### config.mk
export PLATFORM = sky130hd
export DESIGN_NAME = axicb_cpl_router_flat
export DESIGN_NICKNAME = d
export VERILOG_FILES = /design/src/rtl/axicb_pkg.sv /design/src/rtl/axicb_cpl_router_if.sv /design/src/rtl/axicb_cpl_slot.sv /design/src/rtl/axicb_cpl_router.sv /design/src/flat_wrapper.sv
export SDC_FILE = /design/constraint.sdc
export NUM_CORES = 1
export LEC_CHECK = 0
export CORE_UTILIZATION = 51
export DETAILED_ROUTE_END_ITERATION = 8
export DONT_BUFFER_PORTS = 1
export GPL_TIMING_DRIVEN = 0
export PLACE_DENSITY = 0.69
export SLEW_MARGIN = 0
export SYNTH_ARGS = -nofsm -noshare
export SYNTH_HDL_FRONTEND = slang
export SYNTH_SLANG_ARGS = --single-unit
### constraint.sdc
create_clock -name aclk -period 4.5 [get_ports aclk]
set_clock_uncertainty 0.05 [all_clocks]
set_input_delay 1.125 -clock aclk [delete_from_list [all_inputs] [get_ports aclk]]
set_output_delay 1.125 -clock aclk [all_outputs]
set_load 0.005 [all_outputs]
### src/rtl/axicb_pkg.sv
// Shared types and width helpers for the crossbar completion path.
package axicb_pkg;

  localparam int AXI_ID_W_DEF = 8;
  localparam int MST_NB_DEF   = 4;
  localparam int OSTD_DEF     = 4;
  localparam int CNT_W        = 8;
  localparam int RANK_W       = $clog2(OSTD_DEF) + 1;

  function automatic int rank_w(input int n);
    return $clog2(n) + 1;
  endfunction

  typedef struct packed {
    logic                    vld;
    logic [AXI_ID_W_DEF-1:0] id;
    logic [MST_NB_DEF-1:0]   mst;
    logic [CNT_W-1:0]        len;
    logic [RANK_W-1:0]       rank;
    logic [CNT_W-1:0]        cnt;
  } cpl_entry_t;

endpackage

### src/rtl/axicb_cpl_router_if.sv
// Request/completion bundle between a slave port and the completion switch.
interface axicb_cpl_router_if #(
  parameter int AXI_ID_W = 8,
  parameter int MST_NB   = 4
);
  logic                a_valid;
  logic                a_ready;
  logic [AXI_ID_W-1:0] a_id;
  logic [7:0]          a_len;
  logic [MST_NB-1:0]   a_mst;
  logic                c_valid;
  logic                c_ready;
  logic [AXI_ID_W-1:0] c_id;
  logic                c_last;
  logic [MST_NB-1:0]   m_valid;
  logic [MST_NB-1:0]   m_ready;
  logic [MST_NB-1:0]   c_mst;
  logic                unmatched;
  logic                len_err;
  logic                busy;

  modport slave (
    input  a_valid, a_id, a_len, a_mst,
    input  c_valid, c_id, c_last, m_ready,
    output a_ready, c_ready, m_valid, c_mst,
    output unmatched, len_err, busy
  );

  modport master (
    output a_valid, a_id, a_len, a_mst,
    output c_valid, c_id, c_last, m_ready,
    input  a_ready, c_ready, m_valid, c_mst,
    input  unmatched, len_err, busy
  );
endinterface

### src/rtl/axicb_cpl_slot.sv
// One outstanding-request entry: match, same-ID rank ageing, release.
// Beat counting only exists when AXICB_CPL_LEN_CHECK_EN is defined.
module axicb_cpl_slot
  import axicb_pkg::*;
#(
  parameter int RD_PATH = 0,
  parameter int ID_W    = 8,
  parameter int MST_W   = 4,
  parameter int RW      = 3
) (
  input  logic             clk,
  input  logic             srst,
  input  logic             alloc,
  input  logic [ID_W-1:0]  a_id,
  input  logic [CNT_W-1:0] a_len,
  input  logic [MST_W-1:0] a_mst,
  input  logic [RW-1:0]    a_rank,
  input  logic             c_hs,
  input  logic             rel_any,
  input  logic [ID_W-1:0]  c_id,
  input  logic             c_last,
  output logic             vld,
  output logic             match,
  output logic             rel,
  output logic             a_hit,
  output logic [MST_W-1:0] mst,
  output logic             err
);

  logic             vld_q, vld_d;
  logic [ID_W-1:0]  id_q, id_d;
  logic [MST_W-1:0] mst_q, mst_d;
  logic [RW-1:0]    rank_q, rank_d;
  logic             fire;

  assign vld   = vld_q;
  assign mst   = mst_q;
  assign match = vld_q && (id_q == c_id)
              && (rank_q == '0);
  assign fire  = match && c_hs;
  assign rel   = fire
              && ((RD_PATH == 0) || c_last);
  assign a_hit = vld_q && !rel
              && (id_q == a_id);

  always_comb begin
    vld_d  = vld_q;
    id_d   = id_q;
    mst_d  = mst_q;
    rank_d = rank_q;
    if (rel) begin
      vld_d = 1'b0;
    end else if (rel_any && vld_q
              && (id_q == c_id)
              && (rank_q != '0)) begin
      rank_d = rank_q - RW'(1);
    end
    if (alloc) begin
      vld_d  = 1'b1;
      id_d   = a_id;
      mst_d  = a_mst;
      rank_d = a_rank;
    end
  end

  always_ff @(posedge clk) begin
    if (srst) begin
      vld_q  <= 1'b0;
      id_q   <= '0;
      mst_q  <= '0;
      rank_q <= '0;
    end else begin
      vld_q  <= vld_d;
      id_q   <= id_d;
      mst_q  <= mst_d;
      rank_q <= rank_d;
    end
  end

`ifdef AXICB_CPL_LEN_CHECK_EN
  logic [CNT_W-1:0] len_q, len_d;
  logic [CNT_W-1:0] cnt_q, cnt_d;

  always_comb begin
    len_d = len_q;
    cnt_d = cnt_q;
    if (fire && !c_last) begin
      cnt_d = cnt_q + CNT_W'(1);
    end
    if (alloc) begin
      len_d = a_len;
      cnt_d = '0;
    end
  end

  always_ff @(posedge clk) begin
    if (srst) begin
      len_q <= '0;
      cnt_q <= '0;
    end else begin
      len_q <= len_d;
      cnt_q <= cnt_d;
    end
  end

  // last beat must land exactly on len; a non-last beat must not
  assign err = (RD_PATH != 0) && fire
            && (c_last ? (cnt_q != len_q)
                       : (cnt_q == len_q));
`else
  logic unused_len;
  assign unused_len = ^a_len;
  assign err = 1'b0;
`endif

endmodule

### src/rtl/axicb_cpl_router.sv
// Slave-side completion router: same-ID ordered return steering.
// Optional beat-count check: AXICB_CPL_LEN_CHECK_EN.
module axicb_cpl_router
  import axicb_pkg::*;
#(
  parameter int RD_PATH         = 0,
  parameter int AXI_ID_W        = 8,
  parameter int MST_NB          = 4,
  parameter int SLV_OSTDREQ_NUM = 4
) (
  input logic                aclk,
  input logic                srst,
  axicb_cpl_router_if.slave  bus
);

  localparam int N  = SLV_OSTDREQ_NUM;
  localparam int RW = rank_w(N);

  logic [N-1:0]             vld, match, rel;
  logic [N-1:0]             a_hit, alloc, err;
  logic [N-1:0][MST_NB-1:0] mst;
  logic [RW-1:0]            a_rank;
  logic [MST_NB-1:0]        c_mst;
  logic                     a_hs, found;
  logic                     matched, c_hs;
  logic                     rel_any;

  assign bus.a_ready = !(&vld);
  assign a_hs        = bus.a_valid && bus.a_ready;

  always_comb begin
    alloc  = '0;
    found  = 1'b0;
    a_rank = '0;
    for (int i = 0; i < N; i++) begin
      if (a_hs && !vld[i] && !found) begin
        alloc[i] = 1'b1;
        found    = 1'b1;
      end
      if (a_hit[i]) begin
        a_rank = a_rank + RW'(1);
      end
    end
  end

  always_comb begin
    c_mst = '0;
    for (int i = 0; i < N; i++) begin
      c_mst = c_mst
            | (mst[i] & {MST_NB{match[i]}});
    end
  end

  // unmatched completions are drained
  assign matched       = |match;
  assign bus.c_ready   = matched
                       ? |(bus.m_ready & c_mst)
                       : 1'b1;
  assign c_hs          = bus.c_valid && bus.c_ready;
  assign rel_any       = |rel;
  assign bus.c_mst     = c_mst;
  assign bus.m_valid   = c_mst
                       & {MST_NB{bus.c_valid}};
  assign bus.unmatched = bus.c_valid && !matched;
  assign bus.busy      = |vld;

  for (genvar g = 0; g < N; g++) begin : g_slot
    axicb_cpl_slot #(
      .RD_PATH (RD_PATH),
      .ID_W    (AXI_ID_W),
      .MST_W   (MST_NB),
      .RW      (RW)
    ) u_slot (
      .clk     (aclk),
      .srst    (srst),
      .alloc   (alloc[g]),
      .a_id    (bus.a_id),
      .a_len   (bus.a_len),
      .a_mst   (bus.a_mst),
      .a_rank  (a_rank),
      .c_hs    (c_hs),
      .rel_any (rel_any),
      .c_id    (bus.c_id),
      .c_last  (bus.c_last),
      .vld     (vld[g]),
      .match   (match[g]),
      .rel     (rel[g]),
      .a_hit   (a_hit[g]),
      .mst     (mst[g]),
      .err     (err[g])
    );
  end

`ifdef AXICB_CPL_LEN_CHECK_EN
  logic len_err_q, len_err_d;

  always_comb begin
    len_err_d = len_err_q | (|err);
  end

  always_ff @(posedge aclk) begin
    if (srst) len_err_q <= 1'b0;
    else      len_err_q <= len_err_d;
  end

  assign bus.len_err = len_err_q;
`else
  logic unused_err;
  assign unused_err  = ^err;
  assign bus.len_err = 1'b0;
`endif

endmodule

### src/flat_wrapper.sv
// flat-port wrapper written by rule: the top's interface ports become plain ports
module axicb_cpl_router_flat import axicb_pkg::*;
#(
  parameter int RD_PATH         = 0,
  parameter int AXI_ID_W        = 8,
  parameter int MST_NB          = 4,
  parameter int SLV_OSTDREQ_NUM = 4
)
  (aclk, srst, bus_a_valid, bus_a_id, bus_a_len, bus_a_mst, bus_c_valid, bus_c_id, bus_c_last, bus_m_ready, bus_a_ready, bus_c_ready, bus_m_valid, bus_c_mst, bus_unmatched, bus_len_err, bus_busy);
  axicb_cpl_router_if #(.AXI_ID_W(AXI_ID_W), .MST_NB(MST_NB)) bus_i ();
  input logic aclk;
  input logic srst;
  input wire logic [$bits(bus_i.a_valid)-1:0] bus_a_valid;
  input wire logic [$bits(bus_i.a_id)-1:0] bus_a_id;
  input wire logic [$bits(bus_i.a_len)-1:0] bus_a_len;
  input wire logic [$bits(bus_i.a_mst)-1:0] bus_a_mst;
  input wire logic [$bits(bus_i.c_valid)-1:0] bus_c_valid;
  input wire logic [$bits(bus_i.c_id)-1:0] bus_c_id;
  input wire logic [$bits(bus_i.c_last)-1:0] bus_c_last;
  input wire logic [$bits(bus_i.m_ready)-1:0] bus_m_ready;
  output wire logic [$bits(bus_i.a_ready)-1:0] bus_a_ready;
  output wire logic [$bits(bus_i.c_ready)-1:0] bus_c_ready;
  output wire logic [$bits(bus_i.m_valid)-1:0] bus_m_valid;
  output wire logic [$bits(bus_i.c_mst)-1:0] bus_c_mst;
  output wire logic [$bits(bus_i.unmatched)-1:0] bus_unmatched;
  output wire logic [$bits(bus_i.len_err)-1:0] bus_len_err;
  output wire logic [$bits(bus_i.busy)-1:0] bus_busy;
  assign bus_i.a_valid = bus_a_valid;
  assign bus_i.a_id = bus_a_id;
  assign bus_i.a_len = bus_a_len;
  assign bus_i.a_mst = bus_a_mst;
  assign bus_i.c_valid = bus_c_valid;
  assign bus_i.c_id = bus_c_id;
  assign bus_i.c_last = bus_c_last;
  assign bus_i.m_ready = bus_m_ready;
  assign bus_a_ready = bus_i.a_ready;
  assign bus_c_ready = bus_i.c_ready;
  assign bus_m_valid = bus_i.m_valid;
  assign bus_c_mst = bus_i.c_mst;
  assign bus_unmatched = bus_i.unmatched;
  assign bus_len_err = bus_i.len_err;
  assign bus_busy = bus_i.busy;
  axicb_cpl_router #(.RD_PATH(RD_PATH), .AXI_ID_W(AXI_ID_W), .MST_NB(MST_NB), .SLV_OSTDREQ_NUM(SLV_OSTDREQ_NUM)) u_core (.aclk(aclk), .srst(srst), .bus(bus_i));
endmodule
# Word-level counts from Yosys, hierarchy flattened
# Cells that the tools add are included.
# word_totals
regBits,64
# classes
n_addsub,7
eq_ne,12
n_mux,31
bitwise,9
n_reduce_logical,80
# ops
cell,n
8-bit equality test,8
3-bit two-way mux,15
1-bit logical AND,42
4-bit AND,6
1-bit two-way mux,16
2-bit nonzero test,8
4-bit OR reduction,4
1-bit zero test,13
3-bit zero test,4
4-bit OR,3
3-bit nonzero test,4
"3-bit by 1-bit subtractor with 3-bit output, second input constant",4
"2-bit != test, second input constant",4
2-bit AND reduction,4
"3-bit by 1-bit adder with 3-bit output, second input constant",2
4-bit AND reduction,1
"1-bit by 1-bit adder with 2-bit output, second input constant",1

# Depth between registers and ports, before layout
# Gate-level depths: netlist of run 1.
# depth
ltp_word,23
depth_mapped,20
mapped_depth_nobuf,19

# Hierarchy
# Synthesis of run 1 repeated with hierarchy kept, for this count alone.
# unflattened
hier_cells,445
area_unflattened_um2,3804.9
# modules_own_cells
mod,instances,cells_per_inst,area_per_inst_um2
axicb_cpl_slot,4,99,873.3
axicb_cpl_router,1,49,311.5

# Worst setup path before layout of run 1
# OpenSTA, ideal clock, no wires.
# synth_path
path_type,input to register
startpoint,input bus_c_id[2]
endpoint,register u_core.g_slot[0].u_slot.rank_q[1]
setup_time_ns,0.132
arrival_time_ns,4.345
required_time_ns,4.318
slack_ns,-0.027
cell_stages,18
cell_sequence,buf_2 xnor2_1 nand3_1 nor4_4 a22o_1 o31a_1 o41a_1 buf_2 nand2_1 nand2_1 or3_1 inv_2 ha_1 xnor2_2 ha_1 nand2b_1 o211ai_1 a21oi_1
# synth_via
elab_chain_cells,23
word_cells_on_any_way,55
classes_between,3 x add/sub; 5 x eq/ne; 6 x mux; 8 x bitwise; 33 x reduce/logical
# synth_lines
element,line,text
start: declaration,flat_wrapper.sv:18,input wire logic [$bits(bus_i.c_id)-1:0] bus_c_id;
8-bit equality test (on tied branches),"axicb_cpl_slot.sv:38, axicb_cpl_slot.sv:54",
1-bit logical AND,axicb_cpl_slot.sv:38,assign match = vld_q && (id_q == c_id)
1-bit logical AND,axicb_cpl_slot.sv:39,&& (rank_q == '0);
4-bit AND,axicb_cpl_router.sv:50,| (mst[i] & {MST_NB{match[i]}});
4-bit OR (3 in a row),axicb_cpl_router.sv:50,
4-bit AND,axicb_cpl_router.sv:57,? |(bus.m_ready & c_mst)
4-bit OR reduction,axicb_cpl_router.sv:57,
1-bit two-way mux,axicb_cpl_router.sv:57,
(+5 left out),-,
1-bit two-way mux,axicb_cpl_router.sv:40,if (a_hit[i]) begin
1-bit by 1-bit adder with 2-bit output,axicb_cpl_router.sv:41,a_rank = a_rank + RW'(1);
3-bit two-way mux,axicb_cpl_router.sv:40,
3-bit by 1-bit adder with 3-bit output,axicb_cpl_router.sv:41,
3-bit two-way mux,axicb_cpl_router.sv:40,
3-bit by 1-bit adder with 3-bit output,axicb_cpl_router.sv:41,
3-bit two-way mux,axicb_cpl_router.sv:40,
3-bit two-way mux,axicb_cpl_slot.sv:58,if (alloc) begin
end signal: assignment,axicb_cpl_slot.sv:76,rank_q <= rank_d;
end: declaration,axicb_cpl_slot.sv:33,"logic [RW-1:0] rank_q, rank_d;"
# Several ways; a longest one is shown, not always the timed one.
# A chain may end at the register's enable or synchronous reset.

# Final worst setup path of run 1
# layout_path
startpoint,input bus_c_id[3]
endpoint,register u_core.g_slot[0].u_slot.rank_q[2]
# Same word-level chain as after synthesis.

==> impl_results.md, run 1 <==
* Outcome: complete, no violations
* Required time worst endpoint at roughly 4.7 ns
* Vias in the first global route at roughly 3,400
* WHS Endpoint: u_core.g_slot[2].u_slot.mst[2]
* Max-slew headroom at 0.442
* Final setup fails at 0
* Reg2Reg Depth at 19
* Post-synthesis cell count at 493
* WS Path Type: input port to flip-flop
* CTS tree: done
* Worst path arrival time at 4.63 ns
* Placed Instances at about 590
* Synth cell types at 54
* Die width at between 80 and 90 µm
* Critical Path Start Type: input port
* Worst R2R Setup Slack at about 0.60 ns
* Non-Filler Instances at slightly above 600
* FF-to-FF End: u_core.g_slot[0].u_slot.rank_q[2]
* Final WL at 10,900 µm
* Layout fillers at ~690
* Leakage at between 1 and 1.5 nW
* Routability cong. at roughly 0.90
* Final Hold Viols at 0
* Worst Setup End Kind: flip-flop
* Yosys warning total at 0
* CTS Buf Count at 9
* Antenna Cells at 0
* WHS Path Cells at 2
* Antenna Violating Nets Remaining at 0
* Nets at 563
* Final Hold Slack at between 0.4 and 0.5 ns
* Global-route wire length before repair at 16,600 µm
* GRT overflow at 0
* Max-cap violations at 0
* DPL Wire Length at 7920 µm
* Min Clock Period, post-route at between 4 and 5 ns
* Core Rows at 31
* Max Slew Vio Count at 0
* Seq/Total Area, Yosys at 0.333
* Initial antenna violation count at 0
* Crit-path slowest cell: or3_4
* Min-Delay Path Class: flip-flop to flip-flop
* Ratio of cells with drive above 1 in the final layout at 0.133
* Syn Area/Cell at between 7 and 8 µm²
* Core area at 7290 µm²
* Total nets after synthesis at about 540
* CTS Sinks at 64
* Number of synthesized flops with an enable pin at 0
* Async SR Flop Fraction at 0
* Post-Route Utilization at 0.604
* # DRC at 0
* Critical path's top delay family: compound AO/OA/AOI/OAI gates
* IO Port Bufs at 0
* H-tree levels at 3
* Cells along the critical path: buf_2 > xnor2_1 > nand4_1 > buf_4 > nor4_4 > a22o_1 > o31a_1 > o41a_1 > buf_6 > nand2_1 > nand2_2 > or3_4 > inv_2 > ha_4 > xnor2_2 > ha_2 > a211oi_2 > o21ai_4 > o21ai_1
* Starting density of the core at 0.528
* P per Cell Area at approximately 290 nW/µm²
* Worst-Skew Late Latency at 0.35 ns
* Number of detailed-route iterations in the first pass at 5
* I/O Pins at 50
* RR Startpoint: u_core.g_slot[2].u_slot.rank_q[0]
* Primary FF master, synth: dfxtp_1
* Die H at between 80 and 90 µm
* Vias/cell at approximately 5.7
* Final Cycle Share at 0.979
* Wire per inst at about 18 µm
* Mapped cell area at approximately 3900 µm²
* Vias at ~3,500
* Max Clock Freq at ~0.23 GHz
* Worst slew pin tran at approximately 0.83 ns
* Die ar. at ~7900 µm²
* Pin count of the biggest net entering global routing at 12
* Worst Hold Launch: u_core.g_slot[2].u_slot.mst[2]
* Crit-path max FO at 7
* Longest Clk Path Bufs at 2
* Tot GR Track Use at 0.294
* Root buf cell: clkbuf_8
* CP peak stage delay at 0.40 ns
* CP Buf/Inv Count at 4
* DR iter-0 viols at approximately 260
* Reg clk slew, reported paths at approximately 0.070 ns
* Area delta synth->final at 14.3%
* VDD IR max at about 170 µV
* #FFs+latches synth at 64
## flip-flops by register name, summed over array words and instances (netlist names)
signal / cells
u_core.g_slot.u_slot.id_q: 32
u_core.g_slot.u_slot.vld: 4
u_core.g_slot.u_slot.rank_q: 12
u_core.g_slot.u_slot.mst: 16
## cells in the mapped netlist, types with 3 or more instances
| cell type | number | area, µm² |
|---|---|---|
| o211ai_1 | 4 | 30.0 |
| xor2_1 | 21 | 184 |
| o21ai_1 | 6 | 30.0 |
| and3_1 | 3 | 18.8 |
| xnor2_1 | 51 | 447 |
| nor2_1 | 5 | 18.8 |
| mux2i_1 | 3 | 30.0 |
| dfxtp_1 | 64 | 1280 |
| nor2b_1 | 4 | 25.0 |
| nand3_1 | 15 | 75.1 |
| and2_1 | 3 | 18.8 |
| inv_1 | 16 | 60.1 |
| nand2b_1 | 5 | 31.3 |
| o21ai_0 | 3 | 15.0 |
| nand4_1 | 11 | 68.8 |
| or3_1 | 3 | 18.8 |
| nand2_1 | 118 | 443 |
| clkbuf_1 | 26 | 97.6 |
| a21oi_1 | 59 | 295 |
| nor4_1 | 10 | 62.6 |
| ha_1 | 11 | 138 |
| buf_2 | 8 | 40.0 |
| nor3_1 | 5 | 25.0 |
## worst min-delay path, delay by kind of cell, from the launching register on
kind | cells | cell delay (ns)
AO/OA/AOI/OAI | 1 | 0.05
flip-flops | 1 | 0.31
AND/OR/NAND/NOR | 1 | 0.05
## area by class of cell
| cell class | instances | area (µm²) | area share |
|---|---|---|---|
| buffer | 36 | 155 | 0.0352 |
| multi-input combinational | 375 | 2480 | 0.565 |
| tap | 99 | 124 | 0.0281 |
| inverter | 18 | 67.6 | 0.0153 |
| sequential | 64 | 1280 | 0.291 |
| clock inverter | 5 | 55.1 | 0.0125 |
| timing repair buffer | 11 | 82.6 | 0.0188 |
| clock buffer | 11 | 151 | 0.0344 |
## layer usage
metal	vias to the layer above	global-route usage	wire length, µm
met5	-	0	0
met2	129	0.506	5210
met1	1673	0.364	4710
met3	18	0.0499	752
li1	1706	-	-
met4	0	0.123	213
## kinds of logic (layout without fill, tap and decap cells)
| kind of cell | count (synthesis) | count (layout) | synth area share |
|---|---|---|---|
| xor gates and xnor gates | 73 | 73 | 0.168 |
| AOI/OAI and AO/OA | 89 | 89 | 0.144 |
| other | 1 | 1 | 0.000973 |
| DFF | 64 | 64 | 0.333 |
| and+or+nand+nor | 197 | 197 | 0.249 |
| buffers and inverters | 54 | 81 | 0.0562 |
| adders and majority gates | 11 | 11 | 0.0357 |
| muxes | 4 | 4 | 0.0136 |
## where the power goes
part	leakage, nW	internal, mW	switching, mW
Clock	0.101	0.284	0.235
Combinational	0.879	0.0525	0.0929
Sequential	0.519	0.581	0.0126
Total	1.50	0.917	0.340
## worst max-delay path by stage
stage                           start                                 to  slack (ns)  cells past startpoint
final                     bus_c_id[3]  u_core.g_slot[0].u_slot.rank_q[2]        0.09                     19
after global routing      bus_c_id[3]  u_core.g_slot[0].u_slot.rank_q[2]       -0.03                     19
after CTS                 bus_c_id[6]  u_core.g_slot[1].u_slot.rank_q[1]        0.01                     18
after detailed placement  bus_c_id[0]  u_core.g_slot[1].u_slot.rank_q[1]       -0.71                     18
after global placement    bus_c_id[6]  u_core.g_slot[1].u_slot.rank_q[1]       -0.64                     18
after floorplan           bus_c_id[2]  u_core.g_slot[0].u_slot.rank_q[1]     -0.0008                     18
## stage by stage
| stage | area [µm²] | setup slack, ns | setup TNS [ns] | total power [mW] |
|---|---|---|---|---|
| after floorplan | 3860 | -0.000803 | -0.00237 | 0.707 |
| after global placement | 3980 | -0.637 | -5.37 | 0.739 |
| after detailed placement | 3980 | -0.712 | -6.39 | 0.743 |
| after CTS | 4270 | 0.0147 | 0 | 1.25 |
| after global routing | 4400 | -0.0255 | -0.0817 | 1.30 |
| final | 4400 | 0.0935 | 0 | 1.26 |
## cell usage in the layout, fill, tap and decap left out, types with 3 or more instances in the layout
| master | count |
|---|---|
| a21oi_1 | 59 |
| nand3_1 | 13 |
| inv_1 | 16 |
| xnor2_1 | 51 |
| clkbuf_1 | 26 |
| nor4_1 | 9 |
| and3_1 | 3 |
| nand4_1 | 11 |
| ha_1 | 9 |
| nand2_1 | 116 |
| o211ai_1 | 4 |
| clkbuf_8 | 11 |
| o21ai_0 | 3 |
| nor2_1 | 5 |
| nor4_4 | 3 |
| nor3_1 | 4 |
| nand2b_1 | 4 |
| nor2b_1 | 4 |
| xor2_1 | 21 |
| and2_1 | 3 |
| buf_2 | 7 |
| buf_4 | 12 |
| dfxtp_1 | 64 |
| mux2i_1 | 3 |
| o21ai_1 | 5 |
## what timing repair did
action                                  4_1_cts  5_1_grt
setup buffers                                 5        7
pin swaps                                     5       14
endpoints found under the setup margin       10       11
resized for setup                             8       14
hold buffers                                  0        0
No activity file was read; power rests on OpenSTA's default activity.
==> run 2: changes to the inputs <==
- PLACE_DENSITY: 0.69 -> 0.65
==> run 2 against run 1 <==
- via count shrank 0.77%
- sequential share of layout area grew 0.25 points
- first-iteration DRC count is 45% lower
- maximum frequency up 0.55%
- setup slack improved by 0.024 ns
- critical path depth down 1
- design area down 0.85%
- critical path type unchanged
- largest power group unchanged
==> impl_results.md, run 2 (synthesized netlist as in run 1, its figures left out) <==
* Outcome: complete, no violations
* Reg2Reg Depth at 19
* Global-route wire length before repair at 17,000 µm
* Sw Ratio at 0.263
* IO Port Bufs at 0
* Clock power frac at 0.414
* Area delta synth->final at 13.3%
* CTS Buf Count at 9
* I/O Pins at 50
* Routed wl met3 at ~750 µm
* Max-cap violations at 0
* P_sw at roughly 0.33 mW
* Die ar. at 7900 µm²
* Largest register FFs at 32
* Final Hold Viols at 0
* Starting density of the core at 0.528
* Worst path arrival time at between 4 and 5 ns
* Ratio of cells with drive above 1 in the final layout at 0.120
* Leakage at between 1 and 1.5 nW
* RR Startpoint: u_core.g_slot[2].u_slot.rank_q[0]
* Longest Clk Path Bufs at 2
* Max Clock Freq at 0.228 GHz
* Antenna Cells at 0
* Vias at 3,499
* Crit-path max FO at 7
* Worst-Skew Late Latency at 0.35 ns
* DR iter-0 viols at approximately 140
* DPL Wire Length at ~8200 µm
* Worst R2R Setup Slack at 0.59 ns
* Die width at between 80 and 90 µm
* Worst setup startpoint: bus_c_id[1]
* Vias in the first global route at 3,360
* Nets at 561
* Area after DPL at 3980 µm²
* Core area at 7290 µm²
* Required time worst endpoint at between 4 and 5 ns
* Max Slew Vio Count at 0
* P per Cell Area at just under 300 nW/µm²
* CTS tree: done
* Most frequent cells in the layout: nand2_1 (118), dfxtp_1 (64), a21oi_1 (59)
* Initial antenna violation count at 0
* Max-slew headroom at 0.514
* VDD IR max at about 180 µV
* Antenna Violating Nets Remaining at 0
* WS Path Type: input port to flip-flop
* Die H at between 80 and 90 µm
* FF-to-FF End: u_core.g_slot[2].u_slot.rank_q[1]
* Final Cycle Share at 0.974
* Pin count of the biggest net entering global routing at 11
* Crit path to: u_core.g_slot[2].u_slot.rank_q[1]
* Final setup fails at 0
* Non-Filler Instances at a little over 600
* Worst slew pin tran at a little over 0.7 ns
* Wire per inst at 18.2 µm
* GRT overflow at 0
* Post-route design area at ~4400 µm²
* # DRC at 0
* Placed Instances at 592
* Reg clk slew, reported paths at about 0.07 ns
* Worst Setup End Kind: flip-flop
* Root buf cell: clkbuf_8
* Max Used Layer: met4
* Worst Hold Launch: u_core.g_slot[0].u_slot.mst[2]
* Hold Buf Count CTS at 0
* Sequential share of power at 0.471
* Core Rows at 31
* Met1 WL at between 4000 and 5000 µm
* Vias/cell at roughly 5.7
* CTS Sinks at 64
* Min-Delay Path Class: flip-flop to flip-flop
* H-tree levels at 3
* Commonest non-fill, non-tap cell in the layout: nand2_1
* Internal power at around 0.93 mW
* Tot GR Track Use at 0.301
* Largest Register: u_core.g_slot.u_slot.id_q
* Tot Pwr at ~1.3 mW
* Met2 routed WL at roughly 5300 µm
* Min Clock Period, post-route at 4.38 ns
* Routability cong. at between 0.8 and 0.9
* Comb power frac at 0.115
* Final WL at 11,200 µm
* Critical Path Start Type: input port
* Number of detailed-route iterations in the first pass at 5
* Final Hold Slack at between 0.4 and 0.5 ns
-- run 2: routing by layer --
layer | vias up | global-route usage
li1 | 1695 | -
met1 | 1657 | 0.368
met2 | 123 | 0.519
met3 | 24 | 0.0406
met4 | 0 | 0.157
met5 | - | 0
-- run 2: power groups by stage --
stage	logic [mW]	registers (mW)	clock network, mW
final	0.145	0.594	0.523
after global routing	0.158	0.595	0.544
after CTS	0.142	0.594	0.521
after detailed placement	0.138	0.606	0
after global placement	0.135	0.605	0
after floorplan	0.104	0.603	0
-- run 2: layout make-up --
type | instances | area [µm²]
plain buffers | 36 | 160
clock buffers | 12 | 165
clock inverters | 3 | 40.0
fillers | 699 | 2930
inverters | 18 | 67.6
multi-input cells | 375 | 2460
flip-flops and latches | 64 | 1280
well taps | 99 | 124
repair buffers | 9 | 67.6
-- run 2: how the worst min path moves through the flow --
stage               cells past startpoint                             end  slack (ns)
finish                                  2  u_core.g_slot[0].u_slot.mst[2]        0.41
global placement                        2  u_core.g_slot[0].u_slot.mst[2]        0.39
floorplan                               2  u_core.g_slot[0].u_slot.mst[2]        0.38
global route                            2  u_core.g_slot[3].u_slot.mst[2]        0.43
CTS                                     2  u_core.g_slot[3].u_slot.mst[2]        0.41
detailed placement                      2  u_core.g_slot[1].u_slot.mst[0]        0.40
-- run 2: worst max-delay path, stage by stage --
cell and delay (ns):
clkbuf_4 0.16, xnor2_1 0.13, nand4_1 0.24, nor4_2 0.09, a2111oi_2 0.46, nor2b_1 0.14, o41a_1 0.43, buf_6 0.16
nand2_1 0.07, nand2_1 0.07, or3_4 0.36, inv_2 0.08, ha_4 0.20, xnor2_2 0.15, ha_2 0.29, nand2b_4 0.14
o211ai_1 0.13, a21oi_1 0.10
-- run 2: through the flow --
step | utilization | worst slack (ns) | setup TNS [ns]
after floorplan | - | -0.000803 | -0.00237
after global placement | 0.546 | -0.644 | -5.33
after detailed placement | 0.546 | -0.666 | -5.79
after CTS | 0.583 | 0.0102 | 0
after global routing | 0.598 | -0.0396 | -0.0477
final | 0.598 | 0.118 | 0
-- run 2: what timing repair did --
| action | in CTS | in global routing |
|---|---|---|
| buffers inserted | 3 | 6 |
| gates resized for setup | 7 | 13 |
| endpoints found under the setup margin | 10 | 10 |
| pin swaps | 2 | 14 |
==> run 3: changes to the inputs <==
- PLACE_DENSITY: 0.65 -> default
- PLACE_DENSITY_LB_ADDON: default -> 0.3
==> run 3 against run 2 <==
- global-route usage shrank 0.57 points
- critical path type unchanged
- clock power shrank 0.8%
- first-iteration DRC count grew to 2.6 times the previous value
- flip-flop and latch count is the same
==> impl_results.md, run 3 (synthesized netlist as in run 1, its figures left out) <==
* Post-route design area at roughly 4500 µm²
* Core area at 7290 µm²
* Antenna Cells at 0
* Clock power frac at 0.411
* Cells along the critical path: buf_2 > xnor2_1 > nand2_1 > nor4_4 > a2111oi_2 > nor2b_1 > o41a_1 > buf_6 > nand2_1 > nand2_2 > or3_4 > inv_2 > ha_4 > xnor2_4 > ha_4 > nand2b_4 > o211ai_1 > a21oi_1
* Starting density of the core at 0.528
* Placed Instances at roughly 590
* Internal power at 0.920 mW
* Comb power frac at 0.120
* Worst-Skew Late Latency at between 0.3 and 0.4 ns
* Tot Pwr at 1.26 mW
* Area delta synth->final at 15.7%
* Critical Path Start Type: input port
* WS Path Type: input port to flip-flop
* Initial antenna violation count at 0
* Pin count of the biggest net entering global routing at 11
* Sequential share of power at 0.470
* Critical path's top delay family: compound AO/OA/AOI/OAI gates
* Max-slew headroom at 0.465
* Reg clk slew, reported paths at around 0.070 ns
* CP peak stage delay at slightly above 0.5 ns
* Setup_tns at 0 ns
* Largest register FFs at 32
* Worst slew pin tran at 0.796 ns
* P per Cell Area at 284 nW/µm²
* Outcome: complete, no violations
* Max Slew Vio Count at 0
* Layout fillers at around 670
* Tot GR Track Use at 0.296
* Worst Setup End Kind: flip-flop
* Routability cong. at roughly 0.93
* CP Buf/Inv Count at 3
* Final WL at roughly 12,000 µm
* Crit-path slowest cell: a2111oi_2
* Die ar. at 7900 µm²
* Non-Filler Instances at roughly 620
* Sw Ratio at 0.272
* DR iter-0 viols at approximately 360
* Antenna Violating Nets Remaining at 0
* Crit-path max FO at 5
* Vias at 3,733
* Root buf cell: clkbuf_8
* Final setup fails at 0
* Die H at 88.9 µm
* P_sw at 0.344 mW
* H-tree levels at 3
* Commonest non-fill, non-tap cell in the layout: nand2_1
* Most frequent cells in the layout: nand2_1 (116), dfxtp_1 (64), a21oi_1 (59)
* Core Rows at 31
* Final Hold Viols at 0
* Final Cycle Share at 0.993
* Die width at a little under 90 µm
* VDD IR max at between 200 and 300 µV
* Longest Clk Path Bufs at 2
* Max Clock Freq at 0.224 GHz
* Number of detailed-route iterations in the first pass at 5
* Largest Register: u_core.g_slot.u_slot.id_q
* CTS Buf Count at 9
* CTS tree: done
* Nets at approximately 570
* Min Clock Period, post-route at around 4.5 ns
* Max-cap violations at 0
* Pre-CTS setup slack at -0.703 ns
* I/O Pins at 50
* Min-Delay Path Class: flip-flop to flip-flop
* Global-route wire length before repair at between 15,000 and 20,000 µm
* IO Port Bufs at 0
* Area after DPL at approximately 4000 µm²
* Vias in the first global route at 3,423
* GRT overflow at 0
* CTS Sinks at 64
* DPL Wire Length at 7930 µm
* Leakage at 1.54 nW
* # DRC at 0
* Ratio of cells with drive above 1 in the final layout at 0.137
* Required time worst endpoint at around 4.7 ns
* Worst path arrival time at between 4 and 5 ns
* Wire per inst at 18.6 µm
* Vias/cell at approximately 6.0
* Final worst slack at about 0.03 ns
[run 3: cell types whose count changed in the layout (fill, tap and decap cells not counted), sizes merged]
cell | before | now
buf | 18 | 26
[run 3: what timing repair did]
item | in CTS | in global routing
hold buffers | 0 | 0
resized for setup | 9 | 19
setup endpoints to repair | 7 | 11
pin swaps | 8 | 16
setup buffers | 8 | 9
[run 3: power groups by stage]
stage / logic [mW] / registers, mW / clock network, mW
global route: 0.163 / 0.596 / 0.540
global placement: 0.133 / 0.606 / 0
detailed placement: 0.137 / 0.606 / 0
CTS: 0.142 / 0.593 / 0.520
finish: 0.151 / 0.594 / 0.519
floorplan: 0.104 / 0.603 / 0
[run 3: metrics by stage]
step	hold WS, ns	util
after global placement	0.392	0.546
after floorplan	0.382	-
final	0.404	0.611
after CTS	0.405	0.589
after global routing	0.428	0.611
after detailed placement	0.395	0.546
[run 3: worst register-to-register path, delay by kind of cell, from the launching register on]
family | cells | cell delay (ns)
AND/OR/NAND/NOR | 8 | 1.15
flip-flops | 1 | 0.31
AO/OA/AOI/OAI | 4 | 1.25
XOR/XNOR | 1 | 0.18
buffers and inverters | 3 | 0.31
adder cells (fa/ha/maj) | 3 | 0.64
[run 3: path summary, 6_finish.rpt]
kind / from / end / slack [ns] / depth (start not counted)
worst max register to register: u_core.g_slot[2].u_slot.rank_q[0] / u_core.g_slot[1].u_slot.rank_q[1] / 0.46 / 19
worst min register to register: u_core.g_slot[2].u_slot.mst[2] / u_core.g_slot[2].u_slot.mst[2] / 0.40 / 2
worst max-delay path: bus_c_id[4] / u_core.g_slot[1].u_slot.rank_q[1] / 0.03 / 18
worst min-delay path: u_core.g_slot[2].u_slot.mst[2] / u_core.g_slot[2].u_slot.mst[2] / 0.40 / 2
[run 3: cell type report]
cell class	count	area, µm²	area share
buffer	36	160	0.0359
sequential	64	1280	0.287
clock inverter	3	40.0	0.00898
timing repair buffer	16	120	0.0269
inverter	18	67.6	0.0152
tap	99	124	0.0278
multi-input combinational	375	2510	0.562
clock buffer	13	159	0.0356
[run 3: routing by layer]
layer | GRT usage | routed length (µm)
met1 | 0.362 | 4650
met2 | 0.497 | 5560
met3 | 0.0702 | 1020
met4 | 0.128 | 396
met5 | 0 | 0
